### src/rtl/maxunpooling_2.sv
// 2x2 max-unpooling upsampler: streams pooled samples in, emits a 2*IN_DIM square map per channel.
// Optional UNPOOL_INDEX_EN: place each sample only at its stored argmax position and output 0 elsewhere.
module maxunpooling_2 #(
  parameter int bitwidth = 8,
  parameter int CHANNELS = 2,
  parameter int IN_DIM   = 5
) (
  input  logic                       clk,
  input  logic                       rst_n,
  input  logic                       in_valid,
  output logic                       in_ready,
  input  logic signed [bitwidth-1:0] in_data,
  input  logic [1:0]                 in_idx,
  output logic                       out_valid,
  input  logic                       out_ready,
  output logic signed [bitwidth-1:0] out_data,
  output logic                       out_last,
  output logic                       out_frame_last
);
  localparam int OUT_DIM = 2 * IN_DIM;
  localparam int CW = $clog2(OUT_DIM);
  localparam int HW = $clog2((CHANNELS > 1) ? CHANNELS : 2);
  localparam logic [CW-1:0] LAST_POS = CW'(OUT_DIM - 1);
  localparam logic [HW-1:0] LAST_CH  = HW'(CHANNELS - 1);

  typedef enum logic {EVEN, ODD} state_t;

  state_t                     r_state, w_state_nxt;
  logic                       r_run;
  logic                       r_hold_vld;
  logic signed [bitwidth-1:0] r_hold_dat;
  logic signed [bitwidth-1:0] r_lb [IN_DIM];
  logic [CW-1:0]              r_row, r_col, w_row_nxt, w_col_nxt;
  logic [HW-1:0]              r_ch, w_ch_nxt;
  logic                       r_out_vld, r_out_last, r_out_flast;
  logic signed [bitwidth-1:0] r_out_dat;

  logic                       w_out_take, w_in_rdy, w_in_fire, w_emit;
  logic                       w_col_end, w_row_end, w_ch_end;
  logic signed [bitwidth-1:0] w_src, w_emit_dat;

`ifdef UNPOOL_INDEX_EN
  logic [1:0] r_hold_idx;
  logic [1:0] r_lb_idx [IN_DIM];
  logic [1:0] w_src_idx;
`else
  logic w_unused_idx;
  assign w_unused_idx = ^in_idx;
`endif

  assign w_out_take = !r_out_vld || out_ready;
  assign w_in_rdy   = r_run && (r_state == EVEN) && !r_hold_vld && w_out_take;
  assign w_in_fire  = in_valid && w_in_rdy;
  assign w_col_end  = (r_col == LAST_POS);
  assign w_row_end  = (r_row == LAST_POS);
  assign w_ch_end   = (r_ch == LAST_CH);

  // Source of the next output: line buffer in ODD, else the held sample (col 2j+1) or the fresh input (col 2j)
  always_comb begin
    w_emit = 1'b0;
    w_src  = r_hold_dat;
`ifdef UNPOOL_INDEX_EN
    w_src_idx = r_hold_idx;
`endif
    if (r_state == ODD) begin
      w_emit = w_out_take;
      w_src  = r_lb[r_col[CW-1:1]];
`ifdef UNPOOL_INDEX_EN
      w_src_idx = r_lb_idx[r_col[CW-1:1]];
`endif
    end else if (r_hold_vld) begin
      w_emit = w_out_take;
    end else if (w_in_fire) begin
      w_emit = 1'b1;
      w_src  = in_data;
`ifdef UNPOOL_INDEX_EN
      w_src_idx = in_idx;
`endif
    end
`ifdef UNPOOL_INDEX_EN
    w_emit_dat = (w_src_idx == {r_col[0], r_row[0]}) ? w_src : '0;
`else
    w_emit_dat = w_src;
`endif
  end

  always_comb begin
    w_state_nxt = r_state;
    w_row_nxt   = r_row;
    w_col_nxt   = r_col;
    w_ch_nxt    = r_ch;
    if (w_emit) begin
      if (w_col_end) begin
        w_col_nxt   = '0;
        w_state_nxt = (r_state == EVEN) ? ODD : EVEN;
        if (w_row_end) begin
          w_row_nxt = '0;
          w_ch_nxt  = w_ch_end ? '0 : r_ch + 1'b1;
        end else begin
          w_row_nxt = r_row + 1'b1;
        end
      end else begin
        w_col_nxt = r_col + 1'b1;
      end
    end
  end

  always_ff @(posedge clk or negedge rst_n) begin
    if (!rst_n) begin
      r_state <= EVEN;
      r_row   <= '0;
      r_col   <= '0;
      r_ch    <= '0;
      r_run   <= 1'b0;
    end else begin
      r_state <= w_state_nxt;
      r_row   <= w_row_nxt;
      r_col   <= w_col_nxt;
      r_ch    <= w_ch_nxt;
      r_run   <= 1'b1;
    end
  end

  always_ff @(posedge clk or negedge rst_n) begin
    if (!rst_n) begin
      r_hold_vld <= 1'b0;
      r_hold_dat <= '0;
    end else if (w_in_fire) begin
      r_hold_vld <= 1'b1;
      r_hold_dat <= in_data;
    end else if ((r_state == EVEN) && r_hold_vld && w_out_take) begin
      r_hold_vld <= 1'b0;
    end
  end

  always_ff @(posedge clk) begin
    if (w_in_fire) begin
      r_lb[r_col[CW-1:1]] <= in_data;
    end
  end

`ifdef UNPOOL_INDEX_EN
  always_ff @(posedge clk or negedge rst_n) begin
    if (!rst_n) r_hold_idx <= '0;
    else if (w_in_fire) r_hold_idx <= in_idx;
  end

  always_ff @(posedge clk) begin
    if (w_in_fire) r_lb_idx[r_col[CW-1:1]] <= in_idx;
  end
`endif

  always_ff @(posedge clk or negedge rst_n) begin
    if (!rst_n) begin
      r_out_vld   <= 1'b0;
      r_out_dat   <= '0;
      r_out_last  <= 1'b0;
      r_out_flast <= 1'b0;
    end else if (w_emit) begin
      r_out_vld   <= 1'b1;
      r_out_dat   <= w_emit_dat;
      r_out_last  <= w_col_end && w_row_end;
      r_out_flast <= w_col_end && w_row_end && w_ch_end;
    end else if (out_ready) begin
      r_out_vld   <= 1'b0;
      r_out_last  <= 1'b0;
      r_out_flast <= 1'b0;
    end
  end

  assign in_ready       = w_in_rdy;
  assign out_valid      = r_out_vld;
  assign out_data       = r_out_dat;
  assign out_last       = r_out_last;
  assign out_frame_last = r_out_flast;
endmodule
### config.mk
export PLATFORM = sky130hd
export DESIGN_NAME = maxunpooling_2
export DESIGN_NICKNAME = d
export VERILOG_FILES = /design/src/rtl/maxunpooling_2.sv
export SDC_FILE = /design/constraint.sdc
export NUM_CORES = 1
export LEC_CHECK = 0
export ABC_CLOCK_PERIOD_IN_PS = 2900
export BUFFER_PORTS_ARGS = -buffer_cell sky130_fd_sc_hd__buf_4
export CELL_PAD_IN_SITES_DETAIL_PLACEMENT = 1
export CELL_PAD_IN_SITES_GLOBAL_PLACEMENT = 2
export CORE_ASPECT_RATIO = 0.75
export CORE_MARGIN = 10
export CORE_UTILIZATION = 42
export DETAILED_ROUTE_END_ITERATION = 6
export PLACE_DENSITY_LB_ADDON = 0.1
export SETUP_SLACK_MARGIN = 0.15
export SYNTH_ARGS = -nofsm -noshare
export SYNTH_HDL_FRONTEND = slang
export SYNTH_SLANG_ARGS = --single-unit
### constraint.sdc
create_clock -name clk -period 2.9 [get_ports clk]
set_input_delay 0.29 -clock clk [delete_from_list [all_inputs] [get_ports clk]]
set_output_delay 0.29 -clock clk [all_outputs]
set_load 0.02 [all_outputs]
==> summary.md <==
| Metric | Value |
|---|---|
| Gpl congestion | `around 0.75` |
| Tmin final | `2.07 ns` |
| Syn Area/Cell | `14.2 sq um` |
| Total design power | `roughly 3.3 mW` |
| Met1 Wirelength | `approximately 3000 um` |
| Die area | `10900 sq um` |
| Post-Syn Instances | `approximately 210` |
| Rows | `26` |
| H-tree depth | `3` |
| Routed met2 length | `3290 um` |
| First-pass GRT wire length | `10700 um` |
| Critical Path Start Type | `flip-flop` |
| Largest net degree at the start of global routing | `32` |
| # port buffers | `23` |
| Max frequency | `between 0.4 and 0.5 GHz` |
| Synth top area share | `40.3%` |
| Top post-synthesis cells by area | `edfxtp_1 (40%), dfrtp_1 (26%), mux2i_1 (5.4%)` |
| DRT antenna net count | `0` |
| Initial antenna violation count | `0` |
| Max layer used | `met4` |
| Resized cells post-CTS | `0` |
| Worst min path class | `in -> reg` |
| Status | `finished, final reports clean` |
| Crit path buf inv count | `0` |
| Drt initial violations | `between 100 and 150` |
| Wire per inst | `19.5 um` |
| CP delay by family, top | `simple AND/OR/NAND/NOR gates` |
| Warnings from Yosys | `0` |
| CTS tree | `yes` |
| FFs w/ async S/R, synth | `43.7%` |
| Met3 Wirelength | `286 um` |
| Total gr overflow | `0` |
| Vias in the first global route | `1906` |
| Crit. path cell count | `4` |
| Root Buffer | `clkbuf_8` |
| Utilization after layout | `50.1%` |
| Max-slew violations | `0` |
| Clk pin slew, worst setup/hold paths | `0.07 ns` |
| Area Growth Syn to Fin | `15.6%` |
| Worst EP arrival | `2.30 ns` |
| Crit Path Max Fanout | `19` |
| Crit Path Class | `reg -> reg` |
| RSZ-0062 raised after global routing | `no` |
| Fin nets | `~260` |
| Cell area after layout | `3440 sq um` |
| 1st-pass router iterations | `4` |
| Vias/cell | `around 5.2` |
| Clk_skew | `0.0106 ns` |
| Worst slew margin | `a little under three fifths` |
| Worst path cell trace | `nand2b_1 -> o211ai_1 -> or3_1 -> o311a_1` |
| Residual DRC | `0` |
| Max cap viols | `0` |
| Most numerous cell in the Yosys netlist | `edfxtp_1` |
| CTS Sinks | `71` |
| Core area | `6860 sq um` |
| CTS Buf Count | `9` |
| Clock Latency Late Sink | `0.34 ns` |
| Via Count | `1787` |
| Yosys cell types | `40` |
| Final count of hold timing violations | `0` |
| Primary FF master, synth | `edfxtp_1` |
| Logic depth of the worst register-to-register path | `4` |
| Critical path data required time | `between 3 and 4 ns` |
| Share of cells above drive strength 1 | `about a quarter` |
| Final setup TNS | `0 ns` |
| # diodes | `0` |
| Dpl cell area | `3280 sq um` |
| Share of the yosys chip area belonging to registers | `66.4%` |
| Total GRT Usage | `a little over an eighth` |
| Leak pwr | `1.37 nW` |
| Synth top cells by count | `edfxtp_1 (40), dfrtp_1 (31), mux2i_1 (16), nand2_1 (13), nor2_1 (13)` |
| Synthesized flop and latch total | `between 70 and 80` |
| Final worst-path cycle share | `71.5%` |
| Area leader, netlist | `edfxtp_1` |
| EDFF count, synth | `40` |
| Critical path's slowest cell | `dfrtp_1` |
| CTS Buffer Depth | `2` |
| CP peak stage delay | `0.77 ns` |
| Routed Wire Length | `6710 um` |
| VDD IR max | `529 uV` |
| Syn nets | `223` |
| Ports | `26` |
| Hold depth | `1` |
| Final setup fails | `0` |
| Die height | `~93 um` |
| Final HPWL DP | `4520 um` |
| Worst setup EP type | `flip-flop` |
| Measured slew at the worst slew-check pin | `0.666 ns` |
| Initial cell density of the core | `43.4%` |
| Post-Syn Area | `2980 sq um` |
| Chip width | `between 100 and 150 um` |
| Power Dens Cells | `972 nW/um^2` |
[kinds of logic after synthesis]
group,after synthesis,synth area share [%]
xor gates and xnor gates,6,1.76
muxes,24,8.91
and+or+nand+nor,66,12.9
DFF,71,66.4
AOI/OAI and AO/OA,27,7.39
other,1,0.126
buffers and inverters,14,2.56
[layout make-up]
type,instances,area (sq um)
inverter,1,3.75
tap,98,123
multi-input combinational,124,925
timing repair buffer,34,258
fill,696,3420
sequential,71,1980
clock buffer,11,131
clock inverter,5,25.0
[stage by stage]
| stage | std cells | hold slack, ns | setup slack [ns] |
|---|---|---|---|
| 2_1_floorplan | 209 | -0.00559 | 0.774 |
| 6_report | 344 | 0.161 | 0.827 |
| 4_1_cts | 344 | 0.144 | 0.819 |
| 5_1_grt | 344 | 0.145 | 0.713 |
| 3_5_place_dp | 327 | 0.263 | 0.842 |
| 3_3_place_gp | 327 | 0.247 | 0.879 |
[placed cells by master, fill, tap and decap left out, types with 2 or more instances in the layout]
| cell type | n |
|---|---|
| nor2b_1 | 4 |
| o211ai_1 | 9 |
| dfrtp_1 | 31 |
| clkbuf_8 | 9 |
| clkinv_2 | 5 |
| buf_4 | 33 |
| nand2b_1 | 9 |
| or3_1 | 8 |
| nand2_1 | 13 |
| xor2_1 | 2 |
| nor2_1 | 13 |
| nor3_1 | 3 |
| mux2_2 | 4 |
| o311a_1 | 8 |
| clkbuf_1 | 2 |
| xnor2_1 | 4 |
| mux2i_1 | 16 |
| a21o_1 | 4 |
| mux2_4 | 4 |
| edfxtp_1 | 40 |
| nand4_1 | 2 |
| o21ai_0 | 2 |
| nand3b_1 | 2 |
| nand3_1 | 2 |
[path summary, 6_finish.rpt]
path                                  from             to  slack (ns)
worst min-delay path            in_data[1]     r_lb[1][1]        0.16
worst max register to register    r_col[3]    out_data[0]        0.83
worst min register to register        r_ch           r_ch        0.47
max in group asynchronous            rst_n  r_hold_dat[6]        2.15
min in group asynchronous            rst_n    out_data[1]        0.42
worst max-delay path              r_col[3]    out_data[0]        0.83
[timing repair]
| action | in CTS | in global routing |
|---|---|---|
| endpoints found under the hold margin | 31 | 0 |
| setup buffers | 0 | 0 |
| hold buffers | 1 | 0 |
[routing by layer]
| layer | global-route usage, % | vias up |
|---|---|---|
| met1 | 16.3 | 909 |
| met2 | 21.0 | 31 |
| met4 | 3.49 | 0 |
| li1 | - | 839 |
| met3 | 5.35 | 8 |
| met5 | 0 | - |
[sequential cells by signal, summed over array words and instances (netlist names), 4 cells and up]
| register | count |
|---|---|
| r_col | 4 |
| out_data | 8 |
| r_hold_dat | 8 |
| r_lb | 40 |
| r_row | 4 |
[power breakdown]
part	leakage, nW	switching (mW)	internal [mW]
sequential	0.732	0.215	1.29
clock	0.0866	0.342	0.303
combinational	0.551	0.638	0.562
Power figures use the tool's default switching activity.
